$ cat config.mk
export PLATFORM = sky130hd
export DESIGN_NAME = nibble_serial_adder_flat
export DESIGN_NICKNAME = d
export VERILOG_FILES = /design/src/rtl/nibble_serial_adder_pkg.sv /design/src/rtl/nibble_serial_adder_if.sv /design/src/rtl/nibble_serial_adder_slice.sv /design/src/rtl/nibble_serial_adder.sv /design/src/flat_wrapper.sv
export SDC_FILE = /design/constraint.sdc
export NUM_CORES = 1
export LEC_CHECK = 0
export CORE_MARGIN = 2
export CORE_UTILIZATION = 33
export CTS_BUF_LIST = sky130_fd_sc_hd__clkbuf_8
export DETAILED_ROUTE_END_ITERATION = 10
export SYNTH_ARGS = -nofsm -noshare
export SYNTH_HDL_FRONTEND = slang
export SYNTH_HIERARCHICAL = 1
export SYNTH_SLANG_ARGS = --single-unit
export TNS_END_PERCENT = 100
$ cat constraint.sdc
create_clock -name clk -period 3.4 [get_ports clk]
set_input_delay 0.68 -clock clk [delete_from_list [all_inputs] [get_ports clk]]
set_output_delay 0.68 -clock clk [all_outputs]
set_load 0.03 [all_outputs]
$ cat src/rtl/nibble_serial_adder_pkg.sv
// Shared types and helpers for the nibble-serial adder.
package nsa_pkg;

  typedef enum logic [1:0] {IDLE, RUN, DONE} state_t;

  localparam int unsigned NIBBLE = 4;

  function automatic int unsigned cnt_width(input int unsigned width);
    int unsigned steps;
    steps = width / NIBBLE;
    return (steps <= 1) ? 1 : $clog2(steps);
  endfunction

endpackage

$ cat src/rtl/nibble_serial_adder_if.sv
// Operand (in_*) and result (out_*) valid/ready channels of the nibble-serial adder.
interface nibble_serial_adder_if #(parameter int unsigned WIDTH = 16);

  logic             in_valid;
  logic             in_ready;
  logic [WIDTH-1:0] a;
  logic [WIDTH-1:0] b;
  logic             cin;
  logic             out_valid;
  logic             out_ready;
  logic [WIDTH-1:0] sum;
  logic             cout;
  logic             ovf;

  modport master (
    output in_valid, a, b, cin, out_ready,
    input  in_ready, out_valid, sum, cout, ovf
  );

  modport slave (
    input  in_valid, a, b, cin, out_ready,
    output in_ready, out_valid, sum, cout, ovf
  );

endinterface

$ cat src/rtl/nibble_serial_adder_slice.sv
// Combinational 4-bit ripple-carry adder slice, iterated by the serial adder.
module nibble_add_slice (
  input  logic [3:0] a,
  input  logic [3:0] b,
  input  logic       ci,
  output logic [3:0] s,
  output logic       co
);

  always_comb begin
    logic [4:0] c;
    c    = '0;
    s    = '0;
    c[0] = ci;
    for (int unsigned i = 0; i < 4; i++) begin
      s[i]   = a[i] ^ b[i] ^ c[i];
      c[i+1] = (a[i] & b[i]) | (c[i] & (a[i] ^ b[i]));
    end
    co = c[4];
  end

endmodule

$ cat src/rtl/nibble_serial_adder.sv
// WIDTH-bit adder computed one nibble per clock through a single 4-bit slice.
// Optional two's-complement overflow output enabled by defining NSA_OVERFLOW_EN.
module nibble_serial_adder
  import nsa_pkg::*;
#(
  parameter int unsigned WIDTH = 16
) (
  input logic                 clk,
  input logic                 rst,
  nibble_serial_adder_if.slave bus
);

  localparam int unsigned STEPS = WIDTH / NIBBLE;
  localparam int unsigned CW    = cnt_width(WIDTH);

  state_t            state_q, state_d;
  logic [WIDTH-1:0]  a_sh, b_sh, sum_sh, sum_ins;
  logic [CW-1:0]     cnt;
  logic              carry_q, cout_q;
  logic [NIBBLE-1:0] s;
  logic              co;
  logic              accept, last;

  nibble_add_slice u_slice (
    .a  (a_sh[NIBBLE-1:0]),
    .b  (b_sh[NIBBLE-1:0]),
    .ci (carry_q),
    .s  (s),
    .co (co)
  );

  always_ff @(posedge clk) begin
    if (rst) state_q <= IDLE;
    else     state_q <= state_d;
  end

  always_comb begin
    state_d = state_q;
    accept  = 1'b0;
    last    = 1'b0;
    unique case (state_q)
      IDLE: if (bus.in_valid) begin
        accept  = 1'b1;
        state_d = RUN;
      end
      RUN: if (cnt == CW'(STEPS - 1)) begin
        last    = 1'b1;
        state_d = DONE;
      end
      DONE: if (bus.out_ready) state_d = IDLE;
      default: state_d = IDLE;
    endcase
  end

  assign bus.in_ready  = (state_q == IDLE);
  assign bus.out_valid = (state_q == DONE);
  assign bus.sum       = sum_sh;
  assign bus.cout      = cout_q;

  // New nibble enters at the top; after STEPS shifts nibble 0 lands at bit 0.
  assign sum_ins = WIDTH'(s) << (WIDTH - NIBBLE);

  always_ff @(posedge clk) begin
    if (rst) begin
      a_sh    <= '0;
      b_sh    <= '0;
      sum_sh  <= '0;
      carry_q <= 1'b0;
      cout_q  <= 1'b0;
      cnt     <= '0;
    end else if (accept) begin
      a_sh    <= bus.a;
      b_sh    <= bus.b;
      carry_q <= bus.cin;
      cnt     <= '0;
    end else if (state_q == RUN) begin
      a_sh    <= a_sh >> NIBBLE;
      b_sh    <= b_sh >> NIBBLE;
      sum_sh  <= (sum_sh >> NIBBLE) | sum_ins;
      carry_q <= co;
      cnt     <= cnt + 1'b1;
      if (last) cout_q <= co;
    end
  end

`ifdef NSA_OVERFLOW_EN
  logic ovf_q;

  // Carry into the MSB is recovered from the top nibble's operand and sum bits.
  always_ff @(posedge clk) begin
    if (rst)       ovf_q <= 1'b0;
    else if (last) ovf_q <= a_sh[NIBBLE-1] ^ b_sh[NIBBLE-1] ^ s[NIBBLE-1] ^ co;
  end

  assign bus.ovf = ovf_q;
`else
  assign bus.ovf = 1'b0;
`endif

endmodule

$ cat src/flat_wrapper.sv
// flat-port wrapper written by rule: the top's interface ports become plain ports
module nibble_serial_adder_flat import nsa_pkg::*;
#(
  parameter int unsigned WIDTH = 16
)
  (clk, rst, bus_in_valid, bus_a, bus_b, bus_cin, bus_out_ready, bus_in_ready, bus_out_valid, bus_sum, bus_cout, bus_ovf);
  nibble_serial_adder_if #(.WIDTH(WIDTH)) bus_i ();
  input logic clk;
  input logic rst;
  input wire logic [$bits(bus_i.in_valid)-1:0] bus_in_valid;
  input wire logic [$bits(bus_i.a)-1:0] bus_a;
  input wire logic [$bits(bus_i.b)-1:0] bus_b;
  input wire logic [$bits(bus_i.cin)-1:0] bus_cin;
  input wire logic [$bits(bus_i.out_ready)-1:0] bus_out_ready;
  output wire logic [$bits(bus_i.in_ready)-1:0] bus_in_ready;
  output wire logic [$bits(bus_i.out_valid)-1:0] bus_out_valid;
  output wire logic [$bits(bus_i.sum)-1:0] bus_sum;
  output wire logic [$bits(bus_i.cout)-1:0] bus_cout;
  output wire logic [$bits(bus_i.ovf)-1:0] bus_ovf;
  assign bus_i.in_valid = bus_in_valid;
  assign bus_i.a = bus_a;
  assign bus_i.b = bus_b;
  assign bus_i.cin = bus_cin;
  assign bus_i.out_ready = bus_out_ready;
  assign bus_in_ready = bus_i.in_ready;
  assign bus_out_valid = bus_i.out_valid;
  assign bus_sum = bus_i.sum;
  assign bus_cout = bus_i.cout;
  assign bus_ovf = bus_i.ovf;
  nibble_serial_adder #(.WIDTH(WIDTH)) u_core (.clk(clk), .rst(rst), .bus(bus_i));
endmodule
==> summary.txt <==
Yosys
  – Post-synthesis compound-gate area fraction: between 10% and 20%
  – Post-synth top area cell: dfxtp_1
  – Ranking of synthesized cells by area: dfxtp_1, a21oi_1, nand2_1
  – Mux cell area share after synthesis: less than 1%
  – Synth Register Bits: 54
  – Synth unique cells: 30
  – Post-synthesis simple-gate area fraction: between 20% and 30%
  – Syn nets: around 340
  – XOR/XNOR Fraction of Synth Area: less than 1%
  – Cells after Synth: slightly below 300
  – Post-synthesis sequential area ratio: between 40% and 50%
  – Netlist area before placement: roughly 2500 um^2
  – Synthesized area per cell: between 8 and 9 um^2
  – Synth warn: 6
  – Synth Area in Adders: between 3 and 4%
  – Top-area cell type share of the netlist area: 43.59%
  – Main combinational cell family by area after synthesis: simple AND/OR/NAND/NOR gates

Die
  – Die height: 90.69 um
  – Core area: around 7300 um^2
  – Die Wd: between 90 and 100 um
  – Die ar.: around 8200 um^2
  – I/O Pins: 57
  – Starting density of the core: between 30% and 40%
  – Rows: 31

Clock network
  – Clock Tree Root: clkbuf_8
  – TritonCTS buffer count: 5
  – Clock Path Buffers: 2
  – H-tree Lvls: 2
  – Clk_lat worst skew: around 300 ps
  – Post-CTS Hold Buffers: 0
  – Setup Fix Bufs, Post-CTS: 0
  – Resized cells post-CTS: 0
  – TritonCTS clock tree: done
  – Clock sinks: between 50 and 60
  – Clock slew at reported path FFs: 90 ps

Global route
  – Initial antenna violation count: 0
  – Largest net degree at the start of global routing: 55
  – First-pass GRT wire length: roughly 9000 um
  – Vias in the first global route: between 1500 and 2000
  – Grt total ovfl: 0
  – Overall routing resource usage: 13.23%

Worst setup path
  – Critical Path Fanout Max: 18
  – Startpoint Class: flop
  – Slowest CP cell: clkdlybuf4s50_1
  – Nature of the critical path endpoint: output pin
  – WP data arrival: around 1700 ps
  – CP Data Required Time: roughly 2700 ps
  – WS Path Type: flop to output pin
  – Cells along the critical path: nor2b_1, clkdlybuf4s50_1
  – Worst path max stage delay: roughly 700 ps

STA
  – Slew Limit Fails: 0
  – Skew final: 15.26 ps
  – RSZ-0062 raised after global routing: false
  – Worst Tran Pin Value: roughly 1100 ps
  – Hold Fails Final Rpt: 0
  – Final period util: a little over two thirds
  – Post-route setup slack: 994.0 ps
  – Final setup violation count: 0
  – Slew headroom: between 20 and 25%
  – Setup TNS: 0 ps
  – Clock period minus worst slack: ~2400 ps
  – Fmax: 415.6 MHz

Detailed routing
  – Routed wire length: roughly 5400 um
  – Wirelength per Cell: about 12 um
  – Post-DRT Antenna Nets: 0
  – DRT iter0 DRCs: between 70 and 80
  – DRC violations left: 0
  – Via/cell ratio: between 4 and 5
  – Initial DRT Pass Iterations: 4
  – DR vias: 2020

Finish
  – Multi-input logic area: ~1200 um^2
  – # diodes: 0
  – Design area: 3148 um^2
  – Non-filler instance count after layout: 440
  – Register area: approximately 1100 um^2
  – Final core utilization: 43.40%
  – Filler instances: ~760
  – Layout area overhead: 26.94%
  – Layout cells sized above 1: between 10% and 20%
  – Final nets: between 300 and 400

Power and ir drop
  – Leak: 1.136 nW
  – P_sw: roughly 0.00037 W
  – Switching share of power: approximately 28%
  – P_int: about 0.00094 W
  – Power Dens Cells: 417.9 nW/um^2
  – Comb pwr share: 19.7%
  – Sequential share of power: about 53%
  – Clock power share: 26.9%
  – VDD IR max: 172.9 uV

Run
  – Max-cap viol count: 0

Placement
  – Final HPWL DP: 3650 um
  – Place WS: between 1000 and 1500 ps
  – Placed Area: 3059 um^2
  – Placer congestion estimate: 0.7462
  – Placed Cells incl. Taps: between 400 and 500
  – I/O Buffers: 55

Min path
  – Worst hold path type: flop to flop

Run status
  – Status: finished clean
-- routing by layer --
layer | vias up | global-route usage, % | routed length, um
met4 | 0 | 3.077 | 23
met3 | 2 | 3.088 | 218
met5 | - | 0 | 0
met2 | 38 | 21.64 | 2504
met1 | 918 | 17.67 | 2625
li1 | 1062 | - | -
-- per-stage QoR --
step	hold WS, ps	total power [W]
6_report	460.8	0.001315
2_1_floorplan	448.1	0.0008928
3_3_place_gp	445.2	0.0009770
5_1_grt	490.9	0.001392
3_5_place_dp	451.6	0.0009801
4_1_cts	462.9	0.001338
-- placed cells by master (no fill, tap or decap), drive strengths merged --
master | synthesis | routed
or3b | 13 | 13
clkdlybuf4s50 | 0 | 54
buf | 17 | 7
nand3 | 8 | 8
nor2b | 1 | 1
nand2b | 14 | 14
nor3 | 14 | 14
inv | 10 | 12
and2b | 1 | 1
conb | 1 | 1
a211oi | 13 | 13
nand3b | 1 | 1
clkbuf | 8 | 5
nand2 | 53 | 53
o21a | 1 | 1
a21oi | 50 | 50
mux2i | 2 | 2
clkinvlp | 0 | 1
dfxtp | 54 | 54
nor3b | 1 | 1
xnor2 | 1 | 1
ha | 1 | 1
o21ba | 1 | 1
fa | 4 | 4
nor2 | 28 | 28
-- cells in the mapped netlist --
| cell type | n |
|---|---|
| or3b_4 | 1 |
| nor2b_1 | 1 |
| buf_2 | 9 |
| nor3_2 | 1 |
| buf_1 | 2 |
| inv_1 | 10 |
| nor3b_4 | 1 |
| o21ba_2 | 1 |
| fa_1 | 4 |
| nand2_1 | 53 |
| nand3b_1 | 1 |
| dfxtp_1 | 54 |
| a21oi_1 | 48 |
| nor2_1 | 28 |
| buf_6 | 2 |
| ha_1 | 1 |
| a211oi_2 | 13 |
| clkbuf_1 | 8 |
| conb_1 | 1 |
| a21oi_2 | 2 |
| o21a_1 | 1 |
| mux2i_1 | 2 |
| buf_4 | 4 |
| or3b_1 | 1 |
| nand3_1 | 8 |
| nor3_1 | 13 |
| and2b_1 | 1 |
| nand2b_1 | 14 |
| or3b_2 | 11 |
| xnor2_1 | 1 |
-- path summary, 6_finish.rpt --
kind | start | endpoint | slack [ps] | cells after the start
setup / recovery | u_core/state_q[0] | bus_out_valid | 990 | 2
hold / removal | u_core/bus.sum[3] | u_core/bus.sum[3] | 460 | 2
setup reg to reg | u_core/a_sh[0] | u_core/bus.sum[15] | 1230 | 10
hold reg to reg | u_core/bus.sum[3] | u_core/bus.sum[3] | 460 | 2
-- power by group through the flow --
stage	Combinational, W	Sequential, W	Clock, W
final	0.000259	0.000703	0.000354
after global routing	0.000289	0.000710	0.000394
after CTS	0.000263	0.000704	0.000372
after detailed placement	0.000262	0.000718	0
after global placement	0.000260	0.000717	0
after floorplan	0.000170	0.000722	0
-- critical path, delay by kind of cell, from the launching register on --
kind | cells | cell delay [ps]
buffers and inverters | 1 | 700
AND/OR/NAND/NOR | 1 | 240
flip-flops | 1 | 480
-- final cells by class --
cell class	count	area share, %
multi-input cells	208	38.95
flip-flops and latches	54	34.34
repair buffers	61	18.76
well taps	99	3.935
clock buffers	5	2.186
inverters	10	1.192
clock inverters	3	0.6359
-- registers in the layout, indices dropped and copies added (netlist names) --
name	count
u_core/a_sh	16
u_core/b_sh	16
u_core/bus.sum	16
u_core/cnt	2
u_core/state_q	2
u_core/bus.cout	1
u_core/carry_q	1
-- cell families after synthesis --
logic type               Yosys count
multiplexers                       2
adder cells (fa/ha/maj)            5
AND/OR/NAND/NOR                  134
XOR/XNOR                           1
flip-flops                        54
other                              1
buffers and inverters             35
AO/OA/AOI/OAI                     65
No activity file was read; power rests on OpenSTA's default activity.
